### src/rtl/mem_pkg.sv
// ============================================================================
// Module      : mem_pkg
// Description : Shared handshake state encoding and default timeout for the
//               memory stage.
// Revision    : 1.0 - initial release
// ============================================================================
`default_nettype none

package mem_pkg;

    typedef enum logic [0:0] {
        IDLE = 1'b0,
        BUSY = 1'b1
    } state_t;

    localparam int unsigned c_TIMEOUT_DEFAULT = 255;

endpackage

`default_nettype wire

### src/rtl/dmem_handshake.sv
// ============================================================================
// Module      : dmem_handshake
// Description : Data-memory request/ack FSM with a bounded wait counter.
// Revision    : 1.0 - initial release
// ============================================================================
`default_nettype none

module dmem_handshake
    import mem_pkg::*;
#(
    parameter int unsigned TIMEOUT = c_TIMEOUT_DEFAULT
) (
    input  logic clk,
    input  logic reset,
    input  logic i_start,
    input  logic i_ack,
    output logic o_req,
    output logic o_timeout
);

    localparam int unsigned CW = (TIMEOUT > 1) ? $clog2(TIMEOUT) : 1;
    localparam logic [CW-1:0] c_LAST = CW'(TIMEOUT - 1);

    state_t        r_state;
    state_t        w_next;
    logic [CW-1:0] r_cnt;
    logic          w_expired;

    // The IDLE request cycle counts as the first wait cycle, so abort on TIMEOUT-1
    assign w_expired = (r_state == BUSY) && (r_cnt == c_LAST);

    always_ff @(posedge clk) begin
        if (!reset) begin
            r_state <= IDLE;
            r_cnt   <= '0;
        end else begin
            r_state <= w_next;
            if (r_state == IDLE) begin
                r_cnt <= '0;
            end else if (!w_expired) begin
                r_cnt <= r_cnt + 1'b1;
            end
        end
    end

    always_comb begin
        w_next = r_state;
        case (r_state)
            IDLE:    if (i_start && !i_ack) w_next = BUSY;
            BUSY:    if (w_expired || i_ack) w_next = IDLE;
            default: w_next = IDLE;
        endcase
    end

    always_comb begin
        o_req     = 1'b0;
        o_timeout = 1'b0;
        case (r_state)
            IDLE: o_req = i_start;
            BUSY: begin
                o_req     = !w_expired;
                o_timeout = w_expired;
            end
            default: o_req = 1'b0;
        endcase
    end

endmodule

`default_nettype wire

### src/rtl/mem_stage.sv
// ============================================================================
// Module      : mem_stage
// Description : Pipeline memory stage: E/M and M/W registers around the
//               data-memory handshake, with alignment and bus-timeout faults.
// Revision    : 1.0 - initial release
// ============================================================================
`default_nettype none

module mem_stage
    import mem_pkg::*;
#(
    parameter int unsigned TIMEOUT = c_TIMEOUT_DEFAULT
) (
    input  logic        clk,
    input  logic        reset,
    input  logic        StallM,
    input  logic        FlushM,
    input  logic        PCSrcE,
    input  logic        RegWriteE,
    input  logic        MemtoRegE,
    input  logic        MemWriteE,
    input  logic [31:0] ALUResultE,
    input  logic [31:0] WriteDataE,
    input  logic [3:0]  WriteAddrE,
    output logic        DmemReq,
    output logic        DmemWe,
    output logic [31:0] DmemAddr,
    output logic [31:0] DmemWdata,
    input  logic [31:0] DmemRdata,
    input  logic        DmemAck,
    output logic        MemBusy,
    output logic [31:0] ALUResultM,
    output logic        PCSrcW,
    output logic        RegWriteW,
    output logic        MemtoRegW,
    output logic        AlignFaultW,
    output logic        BusFaultW,
    output logic [31:0] ReadDataW,
    output logic [31:0] ALUOutW,
    output logic [3:0]  WriteAddrW
);

    logic        r_pcsrc_m, r_regwrite_m, r_memtoreg_m, r_memwrite_m;
    logic [31:0] r_alu_m, r_wdata_m;
    logic [3:0]  r_waddr_m;
    logic        r_retired;
    logic        r_pcsrc_w, r_regwrite_w, r_memtoreg_w, r_align_w, r_bus_w;
    logic [31:0] r_rdata_w, r_alu_w;
    logic [3:0]  r_waddr_w;

    logic w_em_load, w_mem_op, w_misaligned, w_start, w_align_fault;
    logic w_bus_fault, w_fault, w_live;

    // An instruction held in M by StallM after it already retired must not
    // re-issue its access or retire a second time.
    assign w_live        = !r_retired;
    assign w_em_load     = !StallM && !MemBusy;
    assign w_mem_op      = (r_memtoreg_m || r_memwrite_m) && w_live;
    assign w_misaligned  = |r_alu_m[1:0];
    assign w_start       = w_mem_op && !w_misaligned;
    assign w_align_fault = w_mem_op && w_misaligned;
    assign w_fault       = w_align_fault || w_bus_fault;

    dmem_handshake #(
        .TIMEOUT (TIMEOUT)
    ) u_handshake (
        .clk       (clk),
        .reset     (reset),
        .i_start   (w_start),
        .i_ack     (DmemAck),
        .o_req     (DmemReq),
        .o_timeout (w_bus_fault)
    );

    assign MemBusy    = DmemReq && !DmemAck;
    assign DmemWe     = r_memwrite_m;
    assign DmemAddr   = r_alu_m;
    assign DmemWdata  = r_wdata_m;
    assign ALUResultM = r_alu_m;

    always_ff @(posedge clk) begin
        if (!reset) begin
            r_pcsrc_m    <= 1'b0;
            r_regwrite_m <= 1'b0;
            r_memtoreg_m <= 1'b0;
            r_memwrite_m <= 1'b0;
            r_alu_m      <= '0;
            r_wdata_m    <= '0;
            r_waddr_m    <= '0;
            r_retired    <= 1'b0;
        end else if (w_em_load) begin
            r_pcsrc_m    <= PCSrcE    && !FlushM;
            r_regwrite_m <= RegWriteE && !FlushM;
            r_memtoreg_m <= MemtoRegE && !FlushM;
            r_memwrite_m <= MemWriteE && !FlushM;
            r_alu_m      <= ALUResultE;
            r_wdata_m    <= WriteDataE;
            r_waddr_m    <= WriteAddrE;
            r_retired    <= 1'b0;
        end else if (!MemBusy) begin
            r_retired    <= 1'b1;
        end
    end

    always_ff @(posedge clk) begin
        if (!reset) begin
            r_pcsrc_w    <= 1'b0;
            r_regwrite_w <= 1'b0;
            r_memtoreg_w <= 1'b0;
            r_align_w    <= 1'b0;
            r_bus_w      <= 1'b0;
            r_rdata_w    <= '0;
            r_alu_w      <= '0;
            r_waddr_w    <= '0;
        end else if (!MemBusy) begin
            r_pcsrc_w    <= r_pcsrc_m    && w_live && !w_fault;
            r_regwrite_w <= r_regwrite_m && w_live && !w_fault;
            r_memtoreg_w <= r_memtoreg_m && w_live && !w_fault;
            r_align_w    <= w_align_fault;
            r_bus_w      <= w_bus_fault;
            r_rdata_w    <= DmemRdata;
            r_alu_w      <= r_alu_m;
            r_waddr_w    <= r_waddr_m;
        end else begin
            r_pcsrc_w    <= 1'b0;
            r_regwrite_w <= 1'b0;
            r_memtoreg_w <= 1'b0;
            r_align_w    <= 1'b0;
            r_bus_w      <= 1'b0;
        end
    end

    assign PCSrcW      = r_pcsrc_w;
    assign RegWriteW   = r_regwrite_w;
    assign MemtoRegW   = r_memtoreg_w;
    assign AlignFaultW = r_align_w;
    assign BusFaultW   = r_bus_w;
    assign ReadDataW   = r_rdata_w;
    assign ALUOutW     = r_alu_w;
    assign WriteAddrW  = r_waddr_w;

endmodule

`default_nettype wire
### config.mk
export PLATFORM = sky130hd
export DESIGN_NAME = mem_stage
export DESIGN_NICKNAME = d
export VERILOG_FILES = /design/src/rtl/mem_pkg.sv /design/src/rtl/dmem_handshake.sv /design/src/rtl/mem_stage.sv
export SDC_FILE = /design/constraint.sdc
export NUM_CORES = 1
export LEC_CHECK = 0
export CORE_UTILIZATION = 41
export DETAILED_ROUTE_END_ITERATION = 7
export MAX_ROUTING_LAYER = met4
export PLACE_DENSITY = 0.8
export RECOVER_POWER = 50
export SETUP_SLACK_MARGIN = 0.2
export SYNTH_ARGS = -nofsm -noshare
export SYNTH_HDL_FRONTEND = slang
export SYNTH_SLANG_ARGS = --single-unit
### constraint.sdc
create_clock -name clk -period 2.3 [get_ports clk]
set_clock_uncertainty 0.1 [all_clocks]
set_input_delay 0.46 -clock clk [delete_from_list [all_inputs] [get_ports clk]]
set_output_delay 0.46 -clock clk [all_outputs]
set_load 0.05 [all_outputs]
==> results of run 1 <==
## sequential cells by signal, summed over array words and instances, names as in the netlist, 4 cells and up
signal	flops
ReadDataW	32
ALUResultM	32
r_waddr_m	4
DmemWdata	32
u_handshake.r_cnt	8
WriteAddrW	4
ALUOutW	32
## cells in the final DEF, fill, tap and decap left out, types with 4 or more instances in the layout
| cell type | Yosys | routed |
|---|---|---|
| nand2_1 | 143 | 143 |
| clkdlybuf4s50_1 | 0 | 107 |
| inv_1 | 6 | 6 |
| bufinv_16 | 0 | 7 |
| buf_4 | 34 | 10 |
| dfxtp_1 | 155 | 152 |
| a22o_1 | 68 | 68 |
| clkbuf_16 | 0 | 18 |
| dlygate4sd2_1 | 0 | 170 |
| nor2_1 | 10 | 8 |
| mux2i_1 | 72 | 72 |
| nand3b_1 | 4 | 4 |
## timing repair
item / in CTS / in global routing
buffers inserted: 4 / 2
pin swaps: 3 / 3
gates resized for setup: 180 / 6
hold buffers: 0 / 0
endpoints found under the setup margin: 180 / 24
## worst max-delay path, delay by kind of cell (launching register included)
kind	cells	cell delay, ns
AND/OR/NAND/NOR	3	0.44
flip-flops	1	0.31
buffers and inverters	2	0.22
adder cells (fa/ha/maj)	1	0.16
## per-stage QoR
stage / cells / cell area, um^2
2_1_floorplan: 568 / 5930
3_3_place_gp: 967 / 8560
3_5_place_dp: 967 / 8560
4_1_cts: 1003 / 9140
5_1_grt: 1005 / 9140
6_report: 1005 / 9140
## power by group through the flow
stage	Sequential [mW]	Clock [mW]	Combinational (mW)
6_report	2.95	3.31	1.49
5_1_grt	2.97	3.51	1.56
4_1_cts	2.95	3.37	1.50
3_5_place_dp	3.02	0	1.61
3_3_place_gp	3.01	0	1.60
2_1_floorplan	3.51	0	0.549
## worst max path at each step
| stage | start | end | slack, ns | cells after the start |
|---|---|---|---|---|
| 2_1_floorplan | DmemWe | MemBusy | 0.07 | 3 |
| 3_5_place_dp | DmemAck | DmemWdata[11] | 0.11 | 5 |
| 3_3_place_gp | DmemAck | DmemWdata[22] | 0.21 | 5 |
| 4_1_cts | ALUResultM[1] | MemBusy | 0.14 | 4 |
| 5_1_grt | u_handshake.r_cnt[0] | MemBusy | 0.12 | 6 |
| 6_report | u_handshake.r_cnt[0] | MemBusy | 0.20 | 6 |
## routing by layer
metal / vias to the layer above / routed length [um] / GRT usage (%)
met2: 212 / 7750 / 36.5
met5: - / 0 / -
met1: 2329 / 6620 / 24.9
li1: 2414 / - / -
met3: 18 / 1160 / 6.13
met4: 0 / 229 / 8.08
## cell families after synthesis
family,count (synthesis),share of synthesized area [%]
XOR/XNOR,6,0.887
AO/OA/AOI/OAI,83,12.2
AND/OR/NAND/NOR,174,12.7
multiplexers,72,12.2
adder cells (fa/ha/maj),2,0.422
buffers and inverters,76,9.27
flip-flops,155,52.4
## final cells by class
type	instances	area, um^2
clock buffer	19	453
clock inverter	13	262
fill	1156	4850
inverter	6	22.5
multi-input combinational	337	2320
sequential	155	3110
tap	180	225
timing repair buffer	295	2750
==> impl_metrics.tcl, run 1 <==
set metrics [dict create \
    outcome "finished, final reports clean" \
    clock_path_buffers 2 \
    grt_max_degree 147 \
    grt_pass1_vias 4893 \
    clkTransAtPathRegs_ns 0.06 \
    cts_tree "done" \
    utilization_pct 65.4 \
    p_leak_nw 4.38 \
    start_util_pct 42.4 \
    htreeDepth 4 \
    portBuffers 280 \
    cp-start-kind "flip-flop" \
    required_ns 1.74 \
    grt_pass1_wl_mm 24.6 \
    finalCritPeriodShare_pct 91.5 \
    end_kind "output port" \
    die_height_um 122 \
    cts_sinks 155 \
    p_per_area_mw_per_mm2 848 \
    swShare_pct 28.2 \
    vdd.ir_drop.worst_v 0.000441 \
    worstMarginPinSlew_ns 1.00 \
    synth_top_cell_by_area "dfxtp_1" \
    whs_endpoint "DmemWdata[7]" \
    synth_area_leaders "dfxtp_1 52%, mux2i_1 12%, a22o_1 10%" \
    insertion_delay_ns 0.41 \
    postRouteAntennaNets 0 \
    grt_overflow 0 \
    antenna_cells 0 \
    synth_fp_nets 679 \
    hold_depth 2 \
    reg2reg_depth 7 \
    synth_top_area_share_pct 52.4 \
    syn_inst 568 \
    hold_ws_ns 0.350 \
    synth_edf_count 0 \
    area_growth_pct 54.3 \
    cp_slowest_cell "dfxtp_1" \
    internal_power_mw 5.57 \
    postSynthAreaPerCell_um2 10.4 \
    crit_type "flip-flop to output port" \
    first_iter_violations 191 \
    ys_seq_elements 155 \
    die_area_mm2 0.0149 \
    power_mw 7.75 \
    min_from "DmemWdata[7]" \
    worst_slack_ns 0.195 \
    core_area_mm2 0.0140 \
    worstReg2RegStart "u_handshake.r_cnt[0]" \
    arrival_ns 1.54 \
    p_seq_share_pct 38.1 \
    place.gp.congestion 0.817 \
    fp.dieW_um 122 \
    rows 43 \
    maxSlewHeadroom_pct 33.1 \
    antenna_found_initial 0 \
    ys_async_sr_fraction_pct 0 \
    rsz0062_at_grt "true" \
    r2r_end "DmemWdata[11]" \
    switching_power_mw 2.19 \
    fin_crit_ns 2.10 \
    routed_wl_mm 15.8 \
    synth_commonest_cells "155 x dfxtp_1, 143 x nand2_1, 72 x mux2i_1" \
    crit_fanout 3 \
    drv_cap 0 \
    root_buffer "clkbuf_16" \
    fmax_ghz 0.475 \
    numCtsBuffers 17 \
    wl_per_cell_um 15.7 \
    drc 0 \
    synth_most_common_cell "dfxtp_1" \
    yosys.cell_types.count 37 \
    place_hpwl_mm 11.0 \
    finalSetupViolations 0 \
    synth_area_mm2 0.00592 \
    synth-main-ff-cell "dfxtp_1" \
    r2r_setup_slack_ns 0.24 \
    ys.warnings.count 0 \
    dp_slack_ns 0.110 \
    ys_seq_area_share_pct 52.4 \
    p_comb_share_pct 19.2 \
    final_nets 923 \
    hold_class "flip-flop to flip-flop" \
    path_cells "inv_1 -> ha_1 -> nand4_1 -> nor2_4 -> nor3_4 -> buf_12" \
    crit_path_max_incr_delay_ns 0.31 \
    fin_setup_tns_ns 0 \
    maxSlewViolCount 0 \
    first_pass_iters 4 \
    viasPerCell 4.95 \
    drive_above_1_share_pct 7.52 \
    hold_violations 0 \
    clock_power_share_pct 42.7 \
    grt_usage_pct 21.9 \
    via_count 4973 \
    pin_count 281 \
]
Power figures use the tool's default switching activity.
==> run 2: changes to the inputs <==
ABC_CLOCK_PERIOD_IN_PS = 2300   (was default)
CORE_ASPECT_RATIO = 1.1   (was default)
==> run 2 against run 1 <==
Against the previous run: setup slack worse by 0.017 ns; final area down 0.45%; global-route usage is 0.79 points higher; utilization down 0.18 points; clock power fell by 9.7%; worst hold slack worse by 0.0099 ns; fmax fell by 0.82%; sequential share of layout area is 0.17 points higher; first-iteration DRC count increased by 40%.
==> impl_metrics.tcl, run 2 (synthesis gave the netlist of run 1 again) <==
set metrics [dict create \
    place.gp.congestion 0.832 \
    crit_type "flip-flop to flip-flop" \
    finalSetupViolations 0 \
    switching_power_mw 2.18 \
    numCtsBuffers 17 \
    antenna_cells 0 \
    fin_crit_ns 2.12 \
    final_cells 1015 \
    drive_above_1_share_pct 7.38 \
    drc 0 \
    grt_usage_pct 22.7 \
    maxSlewViolCount 0 \
    fmax_ghz 0.471 \
    final_common_cell "dlygate4sd2_1" \
    swShare_pct 29.2 \
    arrival_ns 2.36 \
    root_buffer "clkbuf_16" \
    final_nets 925 \
    clock_path_buffers 2 \
    maxSlewHeadroom_pct 52.3 \
    whs_endpoint "PCSrcW" \
    fp.dieW_um 117 \
    utilization_pct 65.2 \
    p_seq_share_pct 39.7 \
    power_mw 7.45 \
    die_height_um 128 \
    finalCritPeriodShare_pct 92.3 \
    postRouteAntennaNets 0 \
    fin_setup_tns_ns 0 \
    first_pass_iters 4 \
    worstReg2RegStart "u_handshake.r_cnt[0]" \
    htreeDepth 4 \
    hold_violations 0 \
    path_delay_family "simple AND/OR/NAND/NOR gates" \
    dp_slack_ns 0.200 \
    rows 45 \
    path_buf_inv 2 \
    antenna_found_initial 0 \
    core_area_mm2 0.0140 \
    layout_common_cells "168 x dlygate4sd2_1, 153 x dfxtp_1, 143 x nand2_1, 107 x clkdlybuf4s50_1, 72 x mux2i_1" \
    insertion_delay_ns 0.42 \
    place_hpwl_mm 11.8 \
    reg2reg_depth 7 \
    pin_count 281 \
    nFillCells 1176 \
    grt_overflow 0 \
    internal_power_mw 5.27 \
    area_growth_pct 53.6 \
    hold_ws_ns 0.341 \
    worstMarginPinSlew_ns 0.718 \
    r2r_setup_slack_ns 0.18 \
    p_comb_share_pct 20.2 \
    final_area_mm2 0.00910 \
    end_kind "flip-flop" \
    die_area_mm2 0.0149 \
    viasPerCell 4.92 \
    wl_per_cell_um 16.5 \
    vdd.ir_drop.worst_v 0.000446 \
    cp_slowest_cell "a31oi_4" \
    clock_power_share_pct 40.1 \
    grt_pass1_wl_mm 25.1 \
    p_per_area_mw_per_mm2 818 \
    hold_class "flip-flop to flip-flop" \
    first_iter_violations 268 \
    worst_slack_ns 0.178 \
    hold_depth 2 \
    routed_wl_mm 16.8 \
    cts_sinks 155 \
    grt_pass1_vias 4902 \
    rsz0062_at_grt "true" \
    start_util_pct 42.4 \
    min_from "r_pcsrc_m" \
    place_inst 977 \
    grt_max_degree 63 \
    via_count 4989 \
    portBuffers 280 \
    outcome "finished, final reports clean" \
    crit_path_max_incr_delay_ns 0.37 \
    cts_tree "done" \
    drv_cap 0 \
    cts_hold_buf 0 \
    r2r_end "ALUResultM[6]" \
    clkTransAtPathRegs_ns 0.06 \
    p_leak_nw 4.34 \
    cp-start-kind "flip-flop" \
    required_ns 2.54 \
    place_area_mm2 0.00860 \
    crit_fanout 23 \
    path_cells "inv_4 -> ha_4 -> and4_1 -> nand2b_1 -> a31oi_4 -> buf_12 -> mux2i_1" \
]
## run 2: repair_timing
| action | CTS | global route |
|---|---|---|
| endpoints found under the setup margin | 173 | 13 |
| buffers inserted | 3 | 2 |
| resized for setup | 178 | 3 |
| pin swaps | 2 | 1 |
| cloned | 0 | 1 |
## run 2: final cells by class
cell class	instances	area [um^2]	share of cell area (%)
Sequential cell	155	3110	34.2
Clock inverter	13	199	2.19
Tap cell	188	235	2.58
Clock buffer	19	433	4.76
Inverter	6	25.0	0.275
Timing Repair Buffer	297	2790	30.6
Multi-Input combinational cell	337	2310	25.4
## run 2: worst min-delay path, stage by stage (launching register included)
cell and delay, ns:
dfxtp_1 0.31, inv_1 0.05, nor3_1 0.04
## run 2: per-layer routing
layer | part of all wire [%] | GRT usage [%] | vias up
li1 | - | - | 2402
met1 | 40 | 24.2 | 2340
met2 | 50 | 38.8 | 223
met3 | 9.0 | 7.80 | 24
met4 | 1.5 | 8.19 | 0
met5 | 0 | - | -
## run 2: worst max path at each step
| stage | from | cells past startpoint | to |
|---|---|---|---|
| final | u_handshake.r_cnt[0] | 7 | ALUResultM[6] |
| after global placement | DmemAck | 5 | ALUOutW[13] |
| after detailed placement | DmemAck | 5 | ALUResultM[23] |
| after floorplan | DmemWe | 3 | MemBusy |
| after global routing | u_handshake.r_cnt[0] | 7 | ALUResultM[6] |
| after CTS | ALUResultM[0] | 4 | MemBusy |
## run 2: power groups by stage
stage	logic, mW	clock network [mW]	registers, mW
after floorplan	0.549	0	3.51
after global placement	1.60	0	3.01
after detailed placement	1.62	0	3.02
after CTS	1.51	3.04	2.96
after global routing	1.57	3.17	2.97
final	1.51	2.99	2.95
